$ cat config.mk
export PLATFORM = sky130hd
export DESIGN_NAME = stage_sequencer
export DESIGN_NICKNAME = d
export VERILOG_FILES = /design/src/rtl/stage_sequencer.sv
export SDC_FILE = /design/constraint.sdc
export NUM_CORES = 1
export LEC_CHECK = 0
export BUFFER_PORTS_ARGS = -buffer_cell sky130_fd_sc_hd__buf_2
export CAP_MARGIN = 20
export CORE_MARGIN = 4
export CORE_UTILIZATION = 59
export CTS_BUF_LIST = sky130_fd_sc_hd__clkbuf_4 sky130_fd_sc_hd__clkbuf_8
export CTS_CLUSTER_DIAMETER = 50
export CTS_CLUSTER_SIZE = 40
export DETAILED_ROUTE_END_ITERATION = 16
export PLACE_DENSITY_LB_ADDON = 0.25
export SYNTH_ARGS = -nofsm -noshare
export SYNTH_HDL_FRONTEND = slang
export SYNTH_SLANG_ARGS = --single-unit
$ cat constraint.sdc
create_clock -name clk_i -period 2.4 [get_ports clk_i]
set_input_delay 0.36 -clock clk_i [delete_from_list [all_inputs] [get_ports clk_i]]
set_output_delay 0.36 -clock clk_i [all_outputs]
set_load 0.05 [all_outputs]
$ cat src/rtl/stage_sequencer.sv
// stage_sequencer: frame-timed INPUT -> ACTION -> DISPLAY stage sequencer with pause/single-step.
// Optional per-stage watchdog is compiled in when SEQ_WATCHDOG_EN is defined.
module stage_sequencer #(
    parameter int FRAME_PERIOD = 16384,
    parameter int TIMEOUT      = 4096
) (
    input  logic       clk_i,
    input  logic       reset_i,
    input  logic       pause_i,
    input  logic       step_i,
    input  logic       d_inp_i,
    input  logic       d_act_i,
    input  logic       d_disp_i,
    output logic       e_inp_o,
    output logic       e_act_o,
    output logic       e_disp_o,
    output logic [1:0] state_o,
    output logic [7:0] frame_cnt_o,
    output logic       overrun_o,
    output logic       timeout_o
);
    localparam int TW = $clog2(FRAME_PERIOD);
    localparam int CW = $clog2(TIMEOUT);

    typedef enum logic [1:0] {
        IDLE    = 2'b00,
        INPUT   = 2'b01,
        ACTION  = 2'b11,
        DISPLAY = 2'b10
    } state_t;

    state_t        state_q, state_d;
    logic [TW-1:0] timer_q, timer_d;
    logic [CW-1:0] cnt_q, cnt_d;
    logic [7:0]    fcnt_q, fcnt_d;
    logic          overrun_q, overrun_d;
    logic          timeout_q, timeout_d;
    logic          frame_tick, done, wd;

    // Next-state: frame timer, stage FSM, stage counter, frame counter and status flags
    always_comb begin
        frame_tick = timer_q == TW'(FRAME_PERIOD - 1);
        timer_d    = frame_tick ? '0 : timer_q + 1'b1;
        done       = (state_q == INPUT && d_inp_i) || (state_q == ACTION && d_act_i) ||
                     (state_q == DISPLAY && d_disp_i);
`ifdef SEQ_WATCHDOG_EN
        wd         = state_q != IDLE && !done && cnt_q == CW'(TIMEOUT - 1);
`else
        wd         = 1'b0;
`endif
        state_d    = state_q;
        if (state_q == IDLE)
            state_d = (pause_i ? step_i : frame_tick) ? INPUT : IDLE;
        else if (done)
            state_d = state_q == INPUT ? ACTION : state_q == ACTION ? DISPLAY : IDLE;
        else if (wd)
            state_d = IDLE;
        cnt_d      = state_d != state_q ? '0 : cnt_q + 1'b1;
        fcnt_d     = fcnt_q + {7'd0, state_q == DISPLAY && d_disp_i};
        overrun_d  = frame_tick && state_q != IDLE;
        timeout_d  = timeout_q || wd;
    end

    // State registers with synchronous reset
    always_ff @(posedge clk_i) begin
        if (reset_i) begin
            state_q   <= IDLE;
            timer_q   <= '0;
            cnt_q     <= '0;
            fcnt_q    <= '0;
            overrun_q <= 1'b0;
            timeout_q <= 1'b0;
        end else begin
            state_q   <= state_d;
            timer_q   <= timer_d;
            cnt_q     <= cnt_d;
            fcnt_q    <= fcnt_d;
            overrun_q <= overrun_d;
            timeout_q <= timeout_d;
        end
    end

    assign e_inp_o     = state_q == INPUT;
    assign e_act_o     = state_q == ACTION;
    assign e_disp_o    = state_q == DISPLAY;
    assign state_o     = state_q;
    assign frame_cnt_o = fcnt_q;
    assign overrun_o   = overrun_q;
    assign timeout_o   = timeout_q;
endmodule

==> results of run 1 <==
cell type report:
| class | instances | area, sq um | share of cell area, % |
|---|---|---|---|
| Sequential cell | 25 | 500 | 41.2 |
| Clock inverter | 1 | 7.51 | 0.618 |
| Clock buffer | 3 | 22.5 | 1.85 |
| Timing Repair Buffer | 20 | 100 | 8.24 |
| Multi-Input combinational cell | 86 | 531 | 43.7 |
| Tap cell | 25 | 31.3 | 2.57 |
| Inverter | 6 | 22.5 | 1.85 |
worst paths after layout:
| check | startpoint | to | slack (ns) | cells after the start |
|---|---|---|---|---|
| max | timer_q[0] | timer_q[9] | 0.73 | 5 |
| min | pause_i | state_o[0] | 0.24 | 2 |
| max reg2reg | timer_q[0] | timer_q[9] | 0.73 | 5 |
| min reg2reg | timer_q[0] | timer_q[0] | 0.48 | 1 |
kinds of logic (layout without fill, tap and decap cells):
group	after synthesis	count (layout)	synth area share, %
compound gates	5	5	3.72
simple gates	59	59	26.8
buf+inv	10	30	4.53
fa+ha+maj	3	3	3.48
other cells	1	1	0.348
flops	25	25	46.5
xor+xnor	18	18	14.6
synth_stat cells, drive strengths merged, types with 2 or more instances:
cell,n
nor3,5
nor2b,3
nor2,26
nand4,4
dfxtp,25
ha,3
xnor2,13
and3,2
inv,6
buf,3
nor4,2
and2,2
nand3,8
nand2,5
xor2,5
stage by stage:
step                instances  worst slack (ns)  instance area, sq um  hold WS (ns)  power [mW]
floorplan                 121             0.103                  1080         0.429       0.487
finish                    166             0.730                  1210         0.243       0.681
detailed placement        162             0.743                  1180         0.458       0.500
global route              166             0.576                  1210         0.242       0.712
CTS                       166             0.718                  1210         0.238       0.689
global placement          162             0.819                  1180         0.446       0.497
power by group through the flow:
stage | Sequential (mW) | Combinational (mW) | Clock (mW)
after floorplan | 0.449 | 0.0377 | 0
after global placement | 0.440 | 0.0576 | 0
after detailed placement | 0.440 | 0.0593 | 0
after CTS | 0.432 | 0.0598 | 0.197
after global routing | 0.434 | 0.0641 | 0.214
final | 0.432 | 0.0590 | 0.190
metal layers:
layer	global-route usage (%)	wire (um)	vias to the layer above
met5	0	0	-
met4	9.87	33	0
met3	3.26	78	4
met2	33.7	1030	24
met1	17.8	825	397
li1	-	-	433
flip-flops by register name, indices dropped and copies added, names as in the netlist:
register and count:
overrun_o 1, frame_cnt_o 8, timer_q 14, state_o 2
==> impl_results.md, run 1 <==
- Sum Neg Setup Slack: 0 ns
- Vias: 858
- Main synth FF type: dfxtp_1
- Max Cap Viol: 0
- Total gr overflow: 0
- Post-synth EDFFs: 0
- VDD IR max: 0.293 mV
- Post-CTS setup buffers: 0
- Routability cong.: 0.814
- Final Setup Violations: 0
- Diode count: 0
- Top-area cell type share of the netlist area: 46.5%
- Die X: 50.7 um
- Leakage Power: 0.497 nW
- Status: finished, final reports clean
- Worst Hold Class: in2reg
- Post-CTS Resized: 0
- CP arrival: 1.89 ns
- Most frequent cells in the layout: nor2_1 (26), dfxtp_1 (25), buf_2 (20)
- CP max FO: 10
- Synthesized area: 0.00108 sq mm
- CTS buffer count: 3
- Clock Tree Buf Depth: 2
- I/O Buffers: 20
- Avg WL per Cell: 11.8 um
- Worst path top cell family by delay: simple AND/OR/NAND/NOR gates
- Final Net Count: 152
- Fin crit share: 69.6%
- Mean post-synth cell area: 8.90 sq um
- Area grow syn2layout: 12.8%
- Yosys reg bits: 25
- Antenna Nets Post-Route: 0
- Unique masters post-synth: 27
- First-pass GRT wire length: 3.45 mm
- Crit path kind: reg2reg
- Final hold vios: 0
- Warnings, synthesis: 0
- Sw Ratio: 26.2%
- Root buf cell: clkbuf_4
- Vias per inst: 5.17
- Clock Pin Slew Worst Setup and Hold Paths: 0.13 ns
- Register area share after synthesis: 46.5%
- TritonCTS clock tree: done
- Utilization after layout: 70.4%
- Drt total wl: 1.97 mm
- Final Max Slew Viols: 0
- Worst EP required: 2.62 ns
- Max frequency: 599 MHz
- Die height: 50.7 um
- Initial antenna violation count: 0
- CP peak stage delay: 0.54 ns
- Largest net degree at the start of global routing: 19
- DRC Markers: 0
- 1st-pass router iterations: 4
- PD cells: 561 mW/mm^2
- Top cell type by total area after synthesis: dfxtp_1
- Critical path's slowest cell: or4_4
- Ys async rst share: 0%
- Switching power: 178 uW
- Fill cell count: 149
- Post-route minimum period: 1.67 ns
- Clk_lat worst skew: 0.32 ns
- Die area: 0.00257 sq mm
- Synth Net Count: 131
- Logic pwr share: 8.7%
- Part of the power in registers: 63.4%
- Largest cells by area after synthesis: dfxtp_1 (46%), xnor2_1 (11%), nor2_1 (9.1%)
- Share of layout cells above drive strength 1: 20.6%
- Buf/Inv on CP: 0
- Final Skew: 0.000792 ns
- RSZ-0062 raised after global routing: false
- Placed wire-length estimate: 1.44 mm
- Clk sinks: 25
- Post-synthesis instance total: 121
- I/O pin total: 22
- Int Pwr: 503 uW
- Startpoint types: register
- H-tree levels: 1
- DRT iter0 DRCs: 15
- Initial Util: 62.4%
- Core Area: 0.00173 sq mm
- CP cell instances: ha_1 > nand4_1 > or4_4 > nand2b_2 > nor2_1
- Cell Rows: 15
- Total GRT Usage: 17.7%
- Clock Power Share: 28.0%
- Commonest non-fill, non-tap cell in the layout: nor2_1
- Post-CTS Hold Buffers: 0
- Vias in the first global route: 861
- CP endpoint kind: register
Power figures use the tool's default switching activity.
==> run 2: changes to the inputs <==
- ABC_AREA: default -> 1
- CORE_UTILIZATION: 59 -> 51
- clock period: 2.4 -> 1.5 ns (I/O delays scaled with it)
==> run 2 against run 1 <==
Against the previous run: count of clock-buffer cells in the layout rose by 1; largest cell class unchanged; final area rose by 21%; via count rose by 24%.
==> impl_results.md, run 2 <==
- Status: finished, final reports clean (unchanged)
- I/O Buffers: 20 (unchanged)
- DRT iter0 DRCs: 19 (was 15)
- Final WS setup: 0.0426 ns (was 0.730 ns)
- Final Max Slew Viols: 0 (unchanged)
- Post-synthesis instance total: 163 (was 121)
- H-tree levels: 1 (unchanged)
- 1st-pass router iterations: 4 (unchanged)
- CTS buffer count: 3 (unchanged)
- Total GRT Usage: 15.1% (was 17.7%)
- CP max FO: 5 (was 10)
- Compound-Gate Fraction of Synth Area: 6.86% (was 3.72%)
- Launch point of the worst path: state_o[1] (was timer_q[0])
- Area grow syn2layout: 24.3% (was 12.8%)
- Diode count: 0 (unchanged)
- Clk sinks: 25 (unchanged)
- Vias in the first global route: 964 (was 861)
- Cell Rows: 17 (was 15)
- Die X: 56.2 um (was 50.7 um)
- Root buf cell: clkbuf_4 (unchanged)
- Share of layout cells above drive strength 1: 29.2% (was 20.6%)
- Clock Tree Buf Depth: 2 (unchanged)
- Most frequent cells in the layout: nand2_1 (33), nor2_1 (27), inv_1 (24) (was nor2_1 (26), dfxtp_1 (25), buf_2 (20))
- Max reg flops: 14 (unchanged)
- Total gr overflow: 0 (unchanged)
- Critical path's slowest cell: dfxtp_4 (was or4_4)
- Leakage Power: 0.673 nW (was 0.497 nW)
- Top-area cell type share of the netlist area: 42.2% (was 46.5%)
- CP peak stage delay: 0.40 ns (was 0.54 ns)
- R2R Setup Slk: 0.04 ns (was 0.73 ns)
- Cell with the most instances after synthesis: nand2_1 (was nor2_1)
- CP arrival: 1.69 ns (was 1.89 ns)
- Largest net degree at the start of global routing: 14 (was 19)
- Largest family of logic cells by synthesized area: simple AND/OR/NAND/NOR gates (unchanged)
- Synthesized area: 0.00119 sq mm (was 0.00108 sq mm)
- Unique masters post-synth: 26 (was 27)
- Worst r2r src: state_o[1] (was timer_q[0])
- Vias: 1061 (was 858)
- Placed wire-length estimate: 1.71 mm (was 1.44 mm)
- Post-synth EDFFs: 0 (unchanged)
- Drt total wl: 2.26 mm (was 1.97 mm)
- Mean post-synth cell area: 7.28 sq um (was 8.90 sq um)
- Die height: 56.2 um (was 50.7 um)
- Core Area: 0.00221 sq mm (was 0.00173 sq mm)
- DRC Markers: 0 (unchanged)
- Initial Util: 53.6% (was 62.4%)
- I/O pin total: 22 (unchanged)
- Dpl ws: 0.0472 ns (was 0.743 ns)
- Max Cap Viol: 0 (unchanged)
- Max frequency: 686 MHz (was 599 MHz)
- Final Setup Violations: 0 (unchanged)
- Vias per inst: 4.82 (was 5.17)
- VDD IR max: 0.590 mV (was 0.293 mV)
- Warnings, synthesis: 0 (unchanged)
- Final Net Count: 203 (was 152)
- CP endpoint kind: register (unchanged)
- Overall power: 1.14 mW (was 681 uW)
- Die area: 0.00316 sq mm (was 0.00257 sq mm)
- Register area share after synthesis: 42.2% (was 46.5%)
- Top cell type by total area after synthesis: dfxtp_1 (unchanged)
- Hold_sp: reset_i (was pause_i)
- Largest Register: timer_q (unchanged)
- Worst EP required: 1.73 ns (was 2.62 ns)
- Ys async rst share: 0% (unchanged)
- Initial antenna violation count: 0 (unchanged)
- Worst Hold Class: in2reg (unchanged)
- Final Skew: 0.00755 ns (was 0.000792 ns)
- CP cell instances: inv_4 > nor3_4 > ha_4 > nand3_4 > nor3_4 > nand4_1 > nand2_1 > nor2_1 (was ha_1 > nand4_1 > or4_4 > nand2b_2 > nor2_1)
- Routability cong.: 0.780 (was 0.814)
- TritonCTS clock tree: done (unchanged)
- First-pass GRT wire length: 3.90 mm (was 3.45 mm)
- Most frequent cells after synthesis: nand2_1 (33), nor2_1 (27), inv_1 (26), dfxtp_1 (25) (was nor2_1 (26), dfxtp_1 (25), xnor2_1 (13), nand3_1 (8), inv_1 (6))
- Startpoint types: register (unchanged)
- Crit path kind: reg2reg (unchanged)
- Synth Net Count: 173 (was 131)
- PD cells: 772 mW/mm^2 (was 561 mW/mm^2)
- Clock Pin Slew Worst Setup and Hold Paths: 0.14 ns (was 0.13 ns)
- Final hold vios: 0 (unchanged)
- Avg WL per Cell: 10.3 um (was 11.8 um)
- Sum Neg Setup Slack: 0 ns (unchanged)
- RSZ-0062 raised after global routing: true (was false)
- Antenna Nets Post-Route: 0 (unchanged)
- Yosys reg bits: 25 (unchanged)
- Synth Area in XOR/XNOR: 2.95% (was 14.6%)
- Largest cells by area after synthesis: dfxtp_1 (42%), nand2_1 (10%), nor2_1 (8.5%) (was dfxtp_1 (46%), xnor2_1 (11%), nor2_1 (9.1%))
- Fill cell count: 192 (was 149)
- Main synth FF type: dfxtp_1 (unchanged)
- Min Hold Slack: 0.142 ns (was 0.243 ns)
- Clk_lat worst skew: 0.31 ns (was 0.32 ns)
- Commonest non-fill, non-tap cell in the layout: nand2_1 (was nor2_1)
- Cell mode on critical path: nor3_4
- Post-synthesis mux area share: 0% (unchanged)
- Fin crit share: 97.2% (was 69.6%)
- Post-Synth Simple-Gate Area: 34.1% (was 26.8%)
- Post-route minimum period: 1.46 ns (was 1.67 ns)
- Post-Synth Adder-Cell Area: 3.16% (was 3.48%)
[run 2: changes by cell type in the layout (fill, tap and decap cells not counted), sizes merged, moves of 3 or more]
cell / delta
a21oi: +6
buf: +5
clkbuf: +3
inv: +22
nand2: +33
nor2: +4
nor2b: -3
o21ai: +5
xnor2: -12
[run 2: per-layer routing]
metal	global-route usage (%)	part of all wire [%]
met5	0	0
met4	7.12	1.0
met3	2.09	3.7
met2	24.2	48
met1	19.9	47
[run 2: area by class of cell]
| cell class | instances | area (sq um) | area share [%] |
|---|---|---|---|
| Clock buffer | 4 | 30.0 | 2.04 |
| Inverter | 28 | 108 | 7.30 |
| Multi-Input combinational cell | 108 | 622 | 42.2 |
| Sequential cell | 25 | 509 | 34.6 |
| Tap cell | 28 | 35.0 | 2.38 |
| Timing Repair Buffer | 27 | 170 | 11.5 |
[run 2: worst max-delay path, delay by kind of cell, from the launching register on]
family                     cells  cell delay, ns
buffers and inverters          1            0.04
and+or+nand+nor                6            0.73
adders and majority gates      1            0.19
DFF                            1            0.40
[run 2: where the power goes]
group          switching, mW  internal, mW  total [mW]
Sequential            0.0113         0.676       0.687
Clock                  0.198         0.122       0.320
Combinational         0.0864        0.0450       0.131
[run 2: timing repair]
item | 4_1_cts | 5_1_grt
endpoints found under the setup margin | 0 | 4
gates resized for setup | 0 | 9
buffers inserted | 0 | 5
endpoints found under the hold margin | 0 | 0
hold buffers | 0 | 0
[run 2: final timing paths]
| check | endpoint | cells past startpoint |
|---|---|---|
| worst max-delay path | frame_cnt_o[7] | 8 |
| worst min-delay path | state_o[0] | 2 |
| worst max register to register | frame_cnt_o[7] | 8 |
| worst min register to register | timer_q[13] | 2 |
[run 2: logic make-up after synthesis]
group           count (synthesis)
other cells                     1
simple gates                   85
flops                          25
xor+xnor                        4
compound gates                 15
fa+ha+maj                       3
buf+inv                        30
[run 2: stage by stage]
step,cell area [sq um],utilization [%],std cells
detailed placement,1360,61.7,211
global placement,1360,61.7,211
finish,1470,66.6,220
floorplan,1220,-,163
CTS,1390,63.0,215
global route,1470,66.6,220
==> run 3: changes to the inputs <==
- BUFFER_PORTS_ARGS: -buffer_cell sky130_fd_sc_hd__buf_2 -> default
- CORE_UTILIZATION: 51 -> 54
- CTS_BUF_LIST: sky130_fd_sc_hd__clkbuf_4 sky130_fd_sc_hd__clkbuf_8 -> default
- DONT_BUFFER_PORTS: default -> 1
==> run 3 against run 2 <==
Against the previous run: sequential share of layout area up 0.56 points; critical path depth unchanged; worst hold slack got worse by 0.076 ns; critical endpoint is now frame_cnt_o[6]; maximum frequency decreased by 1.1%; power shrank 2.9%.
==> impl_results.md, run 3 (synthesis results as in run 2) <==
- Status: finished, final reports clean (unchanged)
- VDD IR max: 0.599 mV (was 0.590 mV)
- Post-route minimum period: 1.47 ns (was 1.46 ns)
- Cell Rows: 16 (was 17)
- Placed wire-length estimate: 1.85 mm (was 1.71 mm)
- CP arrival: 1.68 ns (was 1.69 ns)
- Final Net Count: 193 (was 203)
- Vias per inst: 5.13 (was 4.82)
- Max Cap Viol: 0 (unchanged)
- Vias in the first global route: 965 (was 964)
- CP cell instances: nor3_2 > ha_2 > ha_4 > nand2_2 > inv_2 > nand4_1 > xor2_1 > nor2_1 (was inv_4 > nor3_4 > ha_4 > nand3_4 > nor3_4 > nand4_1 > nand2_1 > nor2_1)
- Diode count: 0 (unchanged)
- Worst Hold Class: in2reg (unchanged)
- Multi-input gate area: 618 sq um (was 622 sq um)
- DRT iter0 DRCs: 23 (was 19)
- Core Area: 0.00202 sq mm (was 0.00221 sq mm)
- CP peak stage delay: 0.37 ns (was 0.40 ns)
- Most frequent cells in the layout: nand2_1 (32), nor2_1 (27), inv_1 (24) (was nand2_1 (33), nor2_1 (27), inv_1 (24))
- RSZ-0062 raised after global routing: true (unchanged)
- Register area: 510 sq um (was 509 sq um)
- Logic pwr share: 11.4% (was 11.5%)
- Antenna Nets Post-Route: 0 (unchanged)
- Max reg flops: 14 (unchanged)
- Die area: 0.00301 sq mm (was 0.00316 sq mm)
- I/O pin total: 22 (unchanged)
- Startpoint types: register (unchanged)
- Drt total wl: 2.56 mm (was 2.26 mm)
- Inst Count DP: 202 (was 211)
- Commonest non-fill, non-tap cell in the layout: nand2_1 (unchanged)
- Share of layout cells above drive strength 1: 25.8% (was 29.2%)
- Fill cell count: 158 (was 192)
- R2R Setup Slk: 0.03 ns (was 0.04 ns)
- PD cells: 760 mW/mm^2 (was 772 mW/mm^2)
- Final Setup Violations: 0 (unchanged)
- Vias: 1072 (was 1061)
- Largest net degree at the start of global routing: 14 (unchanged)
- Min Hold Slack: 0.0667 ns (was 0.142 ns)
- I/O Buffers: 0 (was 20)
- Largest Register: timer_q (unchanged)
- Final Max Slew Viols: 0 (unchanged)
- Sw Ratio: 25.6% (was 26.0%)
- Crit path kind: reg2reg (unchanged)
- Buf/Inv on CP: 1 (unchanged)
- Clock Pin Slew Worst Setup and Hold Paths: 0.13 ns (was 0.14 ns)
- Worst path top cell family by delay: adder cells (was simple AND/OR/NAND/NOR gates)
- Max frequency: 679 MHz (was 686 MHz)
- CTS buffer count: 3 (unchanged)
- First-pass GRT wire length: 3.95 mm (was 3.90 mm)
- Initial Util: 58.7% (was 53.6%)
- Clock Tree Buf Depth: 2 (unchanged)
- Final Skew: 0.00675 ns (was 0.00755 ns)
- DRC Markers: 0 (unchanged)
- Utilization after layout: 71.9% (was 66.6%)
- Final Non-Filler Cells: 209 (was 220)
- TritonCTS clock tree: done (unchanged)
- Fin crit share: 98.2% (was 97.2%)
- Total GRT Usage: 17.9% (was 15.1%)
- Root buf cell: clkbuf_4 (unchanged)
- Avg WL per Cell: 12.3 um (was 10.3 um)
- Leakage Power: 0.626 nW (was 0.673 nW)
- Critical path's slowest cell: dfxtp_4 (unchanged)
- Die height: 54.9 um (was 56.2 um)
- Int Pwr: 822 uW (was 842 uW)
- CP endpoint kind: register (unchanged)
- Post-route cell area: 0.00145 sq mm (was 0.00147 sq mm)
- Initial antenna violation count: 0 (unchanged)
- Clk_lat worst skew: 0.31 ns (about the same)
- Total gr overflow: 0 (unchanged)
- 1st-pass router iterations: 4 (unchanged)
- Clock Power Share: 26.5% (was 28.1%)
- Area grow syn2layout: 22.6% (was 24.3%)
- Switching power: 283 uW (was 296 uW)
- Part of the power in registers: 62.2% (was 60.4%)
- Clk sinks: 25 (unchanged)
- Worst EP required: 1.70 ns (was 1.73 ns)
- Final hold vios: 0 (unchanged)
- CP max FO: 3 (was 5)
- Die X: 54.9 um (was 56.2 um)
- H-tree levels: 1 (unchanged)
- Routability cong.: 0.812 (was 0.780)
- Placed cell areas: 0.00135 sq mm (was 0.00136 sq mm)
run 3: repair_timing:
item / in CTS / in global routing
endpoints found under the setup margin: 0 / 15
endpoints found under the hold margin: 6 / 0
hold buffers: 1 / 0
resized for setup: 0 / 14
buffers inserted: 0 / 2
run 3: per-layer routing:
layer	vias to the layer above	track usage, %	wire length [um]
met3	2	3.27	134
met1	498	22.1	1090
met4	0	3.73	16
met5	-	0	0
li1	541	-	-
met2	31	31.9	1320
run 3: cell type report:
cell class              count  share of cell area [%]
clock buffers               4                    1.81
multi-input cells         108                    42.5
inverters                  28                    7.40
repair buffers             17                    10.8
flip-flops and latches     25                    35.1
well taps                  27                    2.32
run 3: through the flow:
stage	setup TNS [ns]	total power [mW]	worst slack [ns]
finish	0	1.11	0.0265
global route	-0.133	1.16	-0.0674
CTS	0	1.10	0.0102
detailed placement	0	0.812	0.0494
global placement	0	0.808	0.133
floorplan	0	0.785	0.0111
run 3: power groups by stage:
stage               Clock (mW)  Combinational, mW  Sequential [mW]
detailed placement           0              0.112            0.699
finish                   0.293              0.126            0.687
floorplan                    0             0.0647            0.720
CTS                      0.300              0.117            0.684
global route             0.336              0.135            0.690
global placement             0              0.110            0.699
run 3: worst paths after layout:
path,start,to,cells after the start
setup / recovery,state_o[0],frame_cnt_o[6],8
hold / removal,d_inp_i,state_o[1],2
setup reg to reg,state_o[0],frame_cnt_o[6],8
hold reg to reg,timer_q[0],timer_q[0],1
